$ cat config.mk
export PLATFORM = sky130hd
export DESIGN_NAME = multicycle_alu
export DESIGN_NICKNAME = d
export VERILOG_FILES = /design/src/rtl/multicycle_alu.sv
export SDC_FILE = /design/constraint.sdc
export NUM_CORES = 1
export LEC_CHECK = 0
export CORE_UTILIZATION = 35
export CTS_CLUSTER_SIZE = 14
export DETAILED_ROUTE_END_ITERATION = 6
export GPL_ROUTABILITY_DRIVEN = 0
export PLACE_DENSITY_LB_ADDON = 0.25
export SLEW_MARGIN = 10
export SYNTH_ARGS = -nofsm -noshare
export SYNTH_HDL_FRONTEND = slang
export SYNTH_SLANG_ARGS = --single-unit
$ cat constraint.sdc
create_clock -name clk -period 5.6 [get_ports clk]
set_input_delay 0.56 -clock clk [delete_from_list [all_inputs] [get_ports clk]]
set_output_delay 0.56 -clock clk [all_outputs]
set_load 0.03 [all_outputs]
$ cat src/rtl/multicycle_alu.sv
`default_nettype none
// ============================================================================
//  Module      : multicycle_alu
//  Description : Arithmetic responder on the alu_start/alu_done handshake.
//                ADD/SUB/reserved opcodes complete on the capture edge;
//                signed MUL/DIV iterate one bit per clock for WIDTH clocks
//                on operand magnitudes, then apply a sign fix-up.
//                A full 4-phase handshake is enforced: done is held until
//                start drops, so a lingering start never retriggers.
//  Ports       : clk             - clock, rising edge
//                reset           - asynchronous reset, active low
//                alu_start       - request, held until alu_done is seen
//                alu_opcode      - 000 ADD, 001 SUB, 010 MUL, 011 DIV, 1xx rsvd
//                alu_a / alu_b   - operands (dividend/multiplicand, divisor/multiplier)
//                alu_result_low  - sum/difference, product low word, quotient
//                alu_result_high - carry/borrow, product high word, remainder
//                alu_done        - result valid level
//                alu_busy        - iterative operation in progress
//  Revision    : 1.0 - initial release
// ============================================================================
module multicycle_alu #(
    parameter int WIDTH = 16
) (
    input  logic             clk,
    input  logic             reset,
    input  logic             alu_start,
    input  logic [2:0]       alu_opcode,
    input  logic [WIDTH-1:0] alu_a,
    input  logic [WIDTH-1:0] alu_b,
    output logic [WIDTH-1:0] alu_result_low,
    output logic [WIDTH-1:0] alu_result_high,
    output logic             alu_done,
    output logic             alu_busy
);

    localparam int c_CNT_W = $clog2(WIDTH + 1);

    localparam logic [1:0] c_ST_IDLE = 2'd0;
    localparam logic [1:0] c_ST_BUSY = 2'd1;
    localparam logic [1:0] c_ST_DONE = 2'd2;

    logic [1:0]         r_state;
    logic [1:0]         w_state_next;

    logic               r_is_div;
    logic               r_neg_a;
    logic               r_neg_b;
    logic [WIDTH-1:0]   r_opnd;     // multiplicand or divisor magnitude
    logic [2*WIDTH-1:0] r_acc;      // MUL: {partial, multiplier}; DIV: {remainder, quotient}
    logic [c_CNT_W-1:0] r_cnt;
    logic [WIDTH-1:0]   r_res_lo;
    logic [WIDTH-1:0]   r_res_hi;

    logic               w_iter_op;
    logic               w_last;
    logic [WIDTH-1:0]   w_abs_a;
    logic [WIDTH-1:0]   w_abs_b;
    logic [WIDTH:0]     w_add;
    logic [WIDTH:0]     w_sub;

    logic [WIDTH:0]     w_mul_sum;
    logic [2*WIDTH-1:0] w_mul_next;
    logic [WIDTH:0]     w_rem_shift;
    logic               w_div_ge;
    logic [WIDTH-1:0]   w_rem_diff;
    logic [2*WIDTH-1:0] w_div_next;
    logic [2*WIDTH-1:0] w_acc_next;

    logic [2*WIDTH-1:0] w_prod;
    logic [WIDTH-1:0]   w_quot;
    logic [WIDTH-1:0]   w_rem;
    logic [2*WIDTH-1:0] w_final;

    assign w_iter_op = (alu_opcode[2:1] == 2'b01);
    assign w_last    = (r_cnt == c_CNT_W'(1));

    assign w_abs_a = alu_a[WIDTH-1] ? -alu_a : alu_a;
    assign w_abs_b = alu_b[WIDTH-1] ? -alu_b : alu_b;
    assign w_add   = {1'b0, alu_a} + {1'b0, alu_b};
    assign w_sub   = {1'b0, alu_a} - {1'b0, alu_b};   // bit WIDTH is the borrow

    // Shift-add step: add multiplicand into the upper half when the
    // current multiplier LSB is set, then shift the whole pair right.
    assign w_mul_sum  = {1'b0, r_acc[2*WIDTH-1:WIDTH]}
                      + (r_acc[0] ? {1'b0, r_opnd} : {(WIDTH+1){1'b0}});
    assign w_mul_next = {w_mul_sum, r_acc[WIDTH-1:1]};

    // Restoring division step: shift the next dividend bit into the
    // remainder, subtract the divisor when it fits, shift in the quotient bit.
    // The remainder stays below the divisor, so the kept value fits WIDTH bits.
    assign w_rem_shift = {r_acc[2*WIDTH-1:WIDTH], r_acc[WIDTH-1]};
    assign w_div_ge    = (w_rem_shift >= {1'b0, r_opnd});
    assign w_rem_diff  = w_rem_shift[WIDTH-1:0] - r_opnd;
    assign w_div_next  = {(w_div_ge ? w_rem_diff : w_rem_shift[WIDTH-1:0]),
                          r_acc[WIDTH-2:0], w_div_ge};

    assign w_acc_next = r_is_div ? w_div_next : w_mul_next;

    // Sign fix-up on the final iteration's result. The remainder takes the
    // dividend's sign; a zero divisor forces an all-ones quotient while the
    // remainder naturally recovers the dividend.
    assign w_prod = (r_neg_a ^ r_neg_b) ? -w_acc_next : w_acc_next;
    assign w_quot = (r_opnd == '0)       ? {WIDTH{1'b1}} :
                    (r_neg_a ^ r_neg_b)  ? -w_acc_next[WIDTH-1:0] : w_acc_next[WIDTH-1:0];
    assign w_rem  = r_neg_a ? -w_acc_next[2*WIDTH-1:WIDTH] : w_acc_next[2*WIDTH-1:WIDTH];
    assign w_final = r_is_div ? {w_rem, w_quot} : w_prod;

    // ------------------------------------------------------------------
    // State register
    // ------------------------------------------------------------------
    always_ff @(posedge clk or negedge reset) begin
        if (!reset) begin
            r_state <= c_ST_IDLE;
        end else begin
            r_state <= w_state_next;
        end
    end

    // ------------------------------------------------------------------
    // Next-state logic
    // ------------------------------------------------------------------
    always_comb begin
        w_state_next = r_state;
        case (r_state)
            c_ST_IDLE: begin
                if (alu_start) begin
                    w_state_next = w_iter_op ? c_ST_BUSY : c_ST_DONE;
                end
            end
            c_ST_BUSY: begin
                if (w_last) begin
                    w_state_next = c_ST_DONE;
                end
            end
            c_ST_DONE: begin
                if (!alu_start) begin
                    w_state_next = c_ST_IDLE;
                end
            end
            default: w_state_next = c_ST_IDLE;
        endcase
    end

    // ------------------------------------------------------------------
    // Outputs
    // ------------------------------------------------------------------
    always_comb begin
        alu_done        = (r_state == c_ST_DONE);
        alu_busy        = (r_state == c_ST_BUSY);
        alu_result_low  = r_res_lo;
        alu_result_high = r_res_hi;
    end

    // ------------------------------------------------------------------
    // Datapath: operand capture, iteration and result registers
    // ------------------------------------------------------------------
    always_ff @(posedge clk or negedge reset) begin
        if (!reset) begin
            r_is_div <= 1'b0;
            r_neg_a  <= 1'b0;
            r_neg_b  <= 1'b0;
            r_opnd   <= '0;
            r_acc    <= '0;
            r_cnt    <= '0;
            r_res_lo <= '0;
            r_res_hi <= '0;
        end else begin
            case (r_state)
                c_ST_IDLE: begin
                    if (alu_start) begin
                        r_is_div <= alu_opcode[0];
                        r_neg_a  <= alu_a[WIDTH-1];
                        r_neg_b  <= alu_b[WIDTH-1];
                        if (w_iter_op) begin
                            r_cnt <= c_CNT_W'(WIDTH);
                            if (alu_opcode[0]) begin
                                r_opnd <= w_abs_b;
                                r_acc  <= {{WIDTH{1'b0}}, w_abs_a};
                            end else begin
                                r_opnd <= w_abs_a;
                                r_acc  <= {{WIDTH{1'b0}}, w_abs_b};
                            end
                        end else if (alu_opcode[2]) begin
                            r_res_lo <= '0;
                            r_res_hi <= '0;
                        end else if (alu_opcode[0]) begin
                            r_res_lo <= w_sub[WIDTH-1:0];
                            r_res_hi <= WIDTH'(w_sub[WIDTH]);
                        end else begin
                            r_res_lo <= w_add[WIDTH-1:0];
                            r_res_hi <= WIDTH'(w_add[WIDTH]);
                        end
                    end
                end
                c_ST_BUSY: begin
                    r_acc <= w_acc_next;
                    r_cnt <= r_cnt - c_CNT_W'(1);
                    if (w_last) begin
                        r_res_lo <= w_final[WIDTH-1:0];
                        r_res_hi <= w_final[2*WIDTH-1:WIDTH];
                    end
                end
                default: ;
            endcase
        end
    end

endmodule
`default_nettype wire

# Word-level counts from Yosys, hierarchy flattened
# Cells that the tools add are included.
# word_totals
reg_bits	90
# op_classes
add_sub_neg	10
n_lt_le_gt_ge	1
n_eq_ne	9
mux	35
bitwise_logic	1
n_reduce_logical	8
# op_table
op	count
$mux 16	17
$mux 32	5
$neg 16->16	4
$pmux 16 s2	2
$pmux 32 s2	1
$add 16x16->17	2
$neg 32->32	1
$ge 17x16->1	1
$sub 16x16->17	1
$logic_not 16->1	1
$sub 16x16->16	1
$mux 5	2
$pmux 5 s2	1
$reduce_and 3->1	3
$mux 2	4
$ne 2x2->1 const B	4
$pmux 2 s3	1
$eq 5x1->1 const B	1
$sub 5x1->5 const B	1
$eq 2x1->1 const B	2
$reduce_and 4->1	1
$eq 2x2->1 const B	1
$logic_not 2->1	1
$mux 1	2
other kinds (4)	4

# Longest topological paths before layout
# Gate-level depths: netlist of run 1.
# depth
depth_word	9
mapped_depth	18
ltp_nobuf	17

# Worst setup path before layout of run 1
# OpenSTA, ideal clock, no wires.
# synth_timing
path_kind	register -> register
start	register r_acc[29]
end	register r_res_hi[14] (netlist: alu_result_high[14])
setup_time_ps	82
t_arrival_ps	3821
setup_slack_ps	1697
stages_incl_launch_ff	17
n_path_buf	0
synth_period_minus_slack_ps	3903
cell_sequence	dfrtp_1 > ha_1 > a21o_1 > a211o_1 > a211oi_4 > nand2_1 > a22oi_1 > ha_1 > o21ai_0 > or3_1 > o21ai_0 > nand2_1 > a21oi_1 > nor2_1 > o41ai_1 > nand2_1 > a31oi_1
# synth_between
elab_chain_cells	8
# synth_rtl
item	line	rtl
start: declaration	49	logic [2*WIDTH-1:0] r_acc;
start signal: assignment	178	r_acc <= {{WIDTH{1'b0}}, w_abs_a};
start signal: assignment	181	r_acc <= {{WIDTH{1'b0}}, w_abs_b};
start signal: assignment	196	r_acc <= w_acc_next;
$sub 16x16->16 or $ge 17x16->1 (tied branches)	93, 92	
$mux 16	94	assign w_div_next = {(w_div_ge ? w_rem_diff : w_rem_shift[WIDTH-1:0]),
$mux 32 *	97	assign w_acc_next = r_is_div ? w_div_next : w_mul_next;
$neg 32->32 or $neg 16->16 (tied branches)	102, 105	
$mux 32 or $mux 16 (tied branches)	102, 105	
$mux 32 *	106	assign w_final = r_is_div ? {w_rem, w_quot} : w_prod;
$mux 16 *	198	if (w_last) begin
$pmux 16 s2 *	168	case (r_state)
end signal: assignment	188	r_res_hi <= WIDTH'(w_sub[WIDTH]);
end signal: assignment	191	r_res_hi <= WIDTH'(w_add[WIDTH]);
end signal: assignment	200	r_res_hi <= w_final[2*WIDTH-1:WIDTH];
end: declaration	52	logic [WIDTH-1:0] r_res_hi;
# Mark *: on every way between the ends. The rest lies on a longest branch, timed or not. The select of a mux whose other input is x is not followed.
# A chain may end at the register's enable or synchronous reset.

# Final worst setup path of run 1
# layout_timing
start	register r_opnd[6]
end	register r_res_hi[14] (netlist: alu_result_high[14])
# layout_between
elab_chain_cells	8
# layout_rtl
item	line	rtl
start: declaration	48	logic [WIDTH-1:0] r_opnd;
start signal: assignment	177	r_opnd <= w_abs_b;
start signal: assignment	180	r_opnd <= w_abs_a;
$mux 16 (tied with other cells)	85	+ (r_acc[0] ? {1'b0, r_opnd} : {(WIDTH+1){1'b0}});
$add 16x16->17 or $mux 16 (tied branches)	85, 94	
$mux 32 *	97	
$neg 32->32 or $neg 16->16 (tied branches)	102, 105	
$mux 32 or $mux 16 (tied branches)	102, 105	
$mux 32 *	106	
$mux 16 *	198	
$pmux 16 s2 *	168	
# Marks and branches as above.

==> impl_metrics.toml, run 1 <==
[grt]
grt_util_all_layers_pct = 22.1
use_met3_pct = 2.36
use_met2_pct = 36.6
use_met1_pct = 31.1
globalRouteOverflowTotal = 0
grt_first_pass_wirelength_um = 46300
grt_max_degree = 70
grt_pass1_vias = 8446
antenna_found_initial = 0
busiest_layer = "met2"

[clock_network]
clockBufferDepth = 2
tritoncts = "done"
cts_root_buf = "clkbuf_16"
clkTransAtPathRegs_ps = 70
holdBufCountCts = 0
clkLatencyLatePin_ps = 360
cts_setup_buffers = 0
cts-resized-gates = 0
cts.sinks = 90
cts_made_buffers = 9
cts_htree_levels = 3

[critical_path]
worst-path-max-fanout = 6
critPathRequiredTime_ps = 5880
end_kind = "flip-flop"
criticalPathCategory = "reg2reg"
crit_path_start_kind = "flip-flop"
slowest_delay_ps = 430
cp_top_family = "compound AO/OA/AOI/OAI gates"
cp.arrival_ps = 4990
crit_path_frequent_cell = "nand2_1"
cpMaxStageDelayCell = "a211oi_4"
r2r_start = "r_opnd[6]$_DFFE_PN0P_"
critPathBufInv = 1
cp_cell_sequence = "inv_1, ha_1, a211oi_1, o21bai_1, a211oi_4, nand2_1, a22oi_1, ha_1, o21ai_0, or3_1, o21ai_0, nand2_1, a21oi_1, nor2_1, o41ai_1, nand2_1, a31oi_1"
cp-startpoint = "r_opnd[6]$_DFFE_PN0P_"

[power]
p_int_mw = 2.92
clkPwrFrac_pct = 10.9
powerDensity_nw_per_um2 = 580
max-vdd-ir-drop_mv = 0.245
p_sw_share_pct = 52.3
p_seq_share_pct = 19.0
p_sw_mw = 3.20
power_mw = 6.12
combPwrFrac_pct = 70.2
p_leak_nw = 4.50

[synthesis]
yosys_warnings = 0
ys_types = 80
synthesis.area_um2 = 9230
synthFlopType = "dfrtp_1"
synth_edf_count = 0
yosysSeqAreaShare_pct = 24.4
synth_seq_cells = 90
async_flop_share_pct = 100
syn_nets = 1316
synth.avg_cell_area_um2 = 7.67
netlist_instances = 1204

[placed_design]
port_buffers = 71
post-dp-hpwl_um = 22400
post-place-cells = 1570

[detailed_routing]
wl_um = 29100
via_per_inst = 5.64
drc = 0
vias = 8952
drt_iter0_drc = 807
final_antenna_net_count = 0
routedWlPerCell_um = 18.3
firstDrtPassIters = 5

[job]
cap_viol_max_count = 0

[layout]
final_cells = 1586
multi_input_area_um2 = 6490
seqCellArea_um2 = 2250
fillCellCount = 2726
diodes = 0
area_growth_pct = 14.4
final_core_util_pct = 40.6
drive_gt1_share_pct = 5.68
nets = 1358

[worst_hold_path]
worstHoldPathType = "in2async"

[sta]
setup_viol = 0
fmax_mhz = 212
fin_setup_tns_ps = 0
hold_viol_final = 0
relSlewSlack_pct = 27.7
period_share_pct = 84.2
slew_viol_final = 0
min_period_ps = 4720
worst_slew_pin_slew_ps = 1080
worst_hold_slack_ps = 82.6
rsz0062_at_grt = "no"
skew_ps = 7.75

[die]
fp.dieW_um = 164
fp.dieH_um = 164
die_area_um2 = 27000
start_util_pct = 35.5
ios = 72
rows = 59
core_area_um2 = 26000

[run_status]
outcome = "finished, final reports clean"
[flip-flops by register name, summed over array words and instances (netlist names)]
signal and count:
r_cnt 5, r_neg_b 1, r_is_div 1, r_acc 32
r_neg_a 1, r_opnd 16, alu_result_high 16, alu_result_low 16
r_state 2
[area by class of cell]
type                            count  share of cell area [%]
Timing Repair Buffer               85                    7.65
Sequential cell                    90                    21.3
Multi-Input combinational cell    987                    61.5
Tap cell                          335                    3.97
Clock inverter                      6                   0.699
Inverter                           73                    2.60
Clock buffer                       10                    2.26
[metrics by stage]
step | instance area, um^2 | worst slack, ps
after CTS | 10600 | 965
after detailed placement | 10200 | 1010
after global routing | 10600 | 595
after floorplan | 9230 | 1700
final | 10600 | 884
after global placement | 10200 | 1190
[placed cells by master (no fill, tap or decap), drive strengths merged, types with 16 or more instances in the layout]
| cell type | netlist | final |
|---|---|---|
| buf | 14 | 16 |
| nor3 | 31 | 31 |
| xor2 | 28 | 28 |
| nor2 | 122 | 122 |
| mux2i | 21 | 21 |
| nand2 | 141 | 141 |
| a31oi | 17 | 17 |
| clkdlybuf4s50 | 0 | 69 |
| o31ai | 17 | 17 |
| inv | 71 | 73 |
| nor2b | 20 | 20 |
| a21o | 16 | 16 |
| xnor2 | 62 | 62 |
| a21oi | 90 | 90 |
| ha | 70 | 70 |
| o21ai | 116 | 116 |
| dfrtp | 90 | 90 |
| nand3 | 26 | 26 |
[power groups by stage]
stage	Sequential (mW)	Combinational, mW	Clock, mW
finish	1.16	4.29	0.665
global route	1.20	4.72	0.698
floorplan	1.22	2.93	0
CTS	1.16	4.26	0.677
detailed placement	1.17	4.24	0
global placement	1.16	4.22	0
[layer usage]
metal | routed length (um) | vias to the layer above
met5 | 0 | -
li1 | - | 4426
met1 | 13800 | 4259
met3 | 1360 | 20
met4 | 321 | 0
met2 | 13500 | 247
[cell usage after synthesis (8+ instances only)]
cell type | number | area [um^2]
a211oi_1 | 12 | 90.1
a21o_1 | 16 | 120
a21oi_1 | 89 | 445
a221oi_1 | 13 | 114
a31oi_1 | 16 | 100
clkbuf_1 | 40 | 150
dfrtp_1 | 90 | 2250
ha_1 | 70 | 876
inv_1 | 70 | 263
mux2i_1 | 21 | 210
nand2_1 | 140 | 526
nand2b_1 | 10 | 62.6
nand3_1 | 23 | 115
nand4_1 | 10 | 62.6
nor2_1 | 122 | 458
nor2b_1 | 20 | 125
nor3_1 | 27 | 135
nor4_1 | 11 | 68.8
o211ai_1 | 13 | 97.6
o21a_1 | 8 | 60.1
o21ai_0 | 110 | 551
o22ai_1 | 10 | 62.6
o31ai_1 | 17 | 128
xnor2_1 | 62 | 543
xor2_1 | 28 | 245
[logic make-up (layout without fill, tap and decap cells)]
family	count (synthesis)	count (layout)	synth area share, %
and+or+nand+nor	412	412	21.1
AOI/OAI and AO/OA	386	386	27.6
buffers and inverters	127	174	5.26
xor gates and xnor gates	90	90	8.54
DFF	90	90	24.4
adders and majority gates	74	74	10.4
muxes	25	25	2.77
[final timing paths]
check | to | slack [ps] | cells after the start
max in group asynchronous | r_is_div$_DFFE_PN0P_ | 4230 | 2
worst min-delay path | r_acc[25]$_DFFE_PN0P_ | 80 | 1
worst max register to register | alu_result_high[14]$_DFFE_PN0P_ | 880 | 17
worst max-delay path | alu_result_high[14]$_DFFE_PN0P_ | 880 | 17
worst min register to register | r_opnd[7]$_DFFE_PN0P_ | 480 | 2
min in group clk | r_opnd[7]$_DFFE_PN0P_ | 480 | 2
(Power assumes the default switching activity.)
==> run 2, diff against run 1 <==
Clock period 5.6 ns to 4.5 ns, I/O delays scaled along.
==> impl_metrics.toml, run 2 (synthesis gave the netlist of run 1 again) <==
[layout]
largest_reg_flops = 32
diodes = 0
top_register = "r_acc"
nets = 1372
fillCellCount = 2738
area_growth_pct = 15.7
layout_common_cells = "nand2_1 (140), nor2_1 (122), o21ai_0 (108)"
drive_gt1_share_pct = 6.80
final_cells = 1600
final_common_cell = "nand2_1"

[placed_design]
post-dp-hpwl_um = 22300
port_buffers = 71
post-place-cells = 1584

[sta]
setup_viol = 0
period_share_pct = 90.1
rsz0062_at_grt = "no"
min_period_ps = 4050
worst_slew_pin_slew_ps = 908
worst_hold_slack_ps = 213
skew_ps = 11.3
slew_viol_final = 0
fin_setup_tns_ps = 0
hold_viol_final = 0
relSlewSlack_pct = 39.4
fmax_mhz = 247

[run_status]
outcome = "finished, final reports clean"

[critical_path]
crit_path_start_kind = "flip-flop"
end_kind = "flip-flop"
worst-path-max-fanout = 7
cp.arrival_ps = 4290
critPathRequiredTime_ps = 4740
criticalPathCategory = "reg2reg"

[detailed_routing]
via_per_inst = 5.58
routed-wl-met2_um = 13000
highest_layer = "met4"
wl_um = 28800
firstDrtPassIters = 5
routedWlPerCell_um = 18.0
wl_met3_um = 1430
wl_met1_um = 13600
drc = 0
drt_iter0_drc = 623
vias = 8934
final_antenna_net_count = 0

[die]
ios = 72
fp.dieW_um = 164
start_util_pct = 35.5
fp.dieH_um = 164
die_area_um2 = 27000
rows = 59
core_area_um2 = 26000

[clock_network]
clkTransAtPathRegs_ps = 70
cts_setup_buffers = 0
tritoncts = "done"
clkLatencyLatePin_ps = 360
clockBufferDepth = 2
cts_made_buffers = 9
cts_htree_levels = 3
cts-resized-gates = 0
cts_root_buf = "clkbuf_16"
cts.sinks = 90
holdBufCountCts = 0

[grt]
globalRouteOverflowTotal = 0
grt_pass1_vias = 8475
grt_max_degree = 66
grt_first_pass_wirelength_um = 46300
grt_util_all_layers_pct = 22.0
antenna_found_initial = 0

[power]
p_int_mw = 3.77
power_mw = 7.74
p_sw_mw = 3.97
combPwrFrac_pct = 70.1
p_seq_share_pct = 18.9
p_sw_share_pct = 51.3
max-vdd-ir-drop_mv = 0.343
p_leak_nw = 4.58
clkPwrFrac_pct = 11.0
powerDensity_nw_per_um2 = 725

[job]
cap_viol_max_count = 0

[worst_hold_path]
worstHoldPathType = "in2async"
-- run 2: per-stage QoR --
| stage | util (%) | instance area [um^2] | setup slack [ps] |
|---|---|---|---|
| floorplan | - | 9230 | 597 |
| global placement | 39.8 | 10400 | 357 |
| detailed placement | 39.8 | 10400 | 283 |
| CTS | 41.1 | 10700 | 233 |
| global route | 41.1 | 10700 | 3.84 |
| finish | 41.1 | 10700 | 446 |
-- run 2: path summary, 6_finish.rpt --
| check | cells after the start | from | slack (ps) | to |
|---|---|---|---|---|
| min reg2reg | 2 | alu_result_high[11]$_DFFE_PN0P_ | 480 | alu_result_high[11]$_DFFE_PN0P_ |
| max in group asynchronous | 2 | reset | 3330 | r_is_div$_DFFE_PN0P_ |
| min | 1 | reset | 210 | r_acc[23]$_DFFE_PN0P_ |
| min in group clk | 2 | alu_result_high[11]$_DFFE_PN0P_ | 480 | alu_result_high[11]$_DFFE_PN0P_ |
| max reg2reg | 14 | r_acc[0]$_DFFE_PN0P_ | 450 | alu_result_high[14]$_DFFE_PN0P_ |
| max | 14 | r_acc[0]$_DFFE_PN0P_ | 450 | alu_result_high[14]$_DFFE_PN0P_ |
-- run 2: worst max-delay path: stages (launching register included) --
cell and delay (ps):
dfrtp_1 420, inv_1 160, buf_4 190, nor2_1 60, ha_1 250, or4_1 520, o21ai_0 330, o21ai_0 250
a31o_2 310, a31o_2 270, xnor2_1 120, o211ai_1 570, nor4_1 120, o31ai_1 260, a31oi_1 110
-- run 2: final cells by class --
class,instances,area [um^2],share of cell area (%)
multi-input combinational,987,6490,60.8
clock inverter,7,98.8,0.926
clock buffer,9,225,2.11
timing repair buffer,99,913,8.55
sequential,90,2250,21.1
inverter,73,274,2.57
tap,335,419,3.93
-- run 2: power by group through the flow --
stage	Combinational [mW]	Clock [mW]	Sequential, mW
final	5.43	0.855	1.46
after global routing	5.94	0.910	1.51
after CTS	5.40	0.869	1.46
after detailed placement	5.36	0	1.47
after global placement	5.34	0	1.47
after floorplan	3.65	0	1.52
-- run 2: layer usage --
layer  up-vias  GRT usage, %
met5         -             0
met4         0          7.21
met3        36          2.41
met2       256          35.1
met1      4200          30.9
li1       4442             -
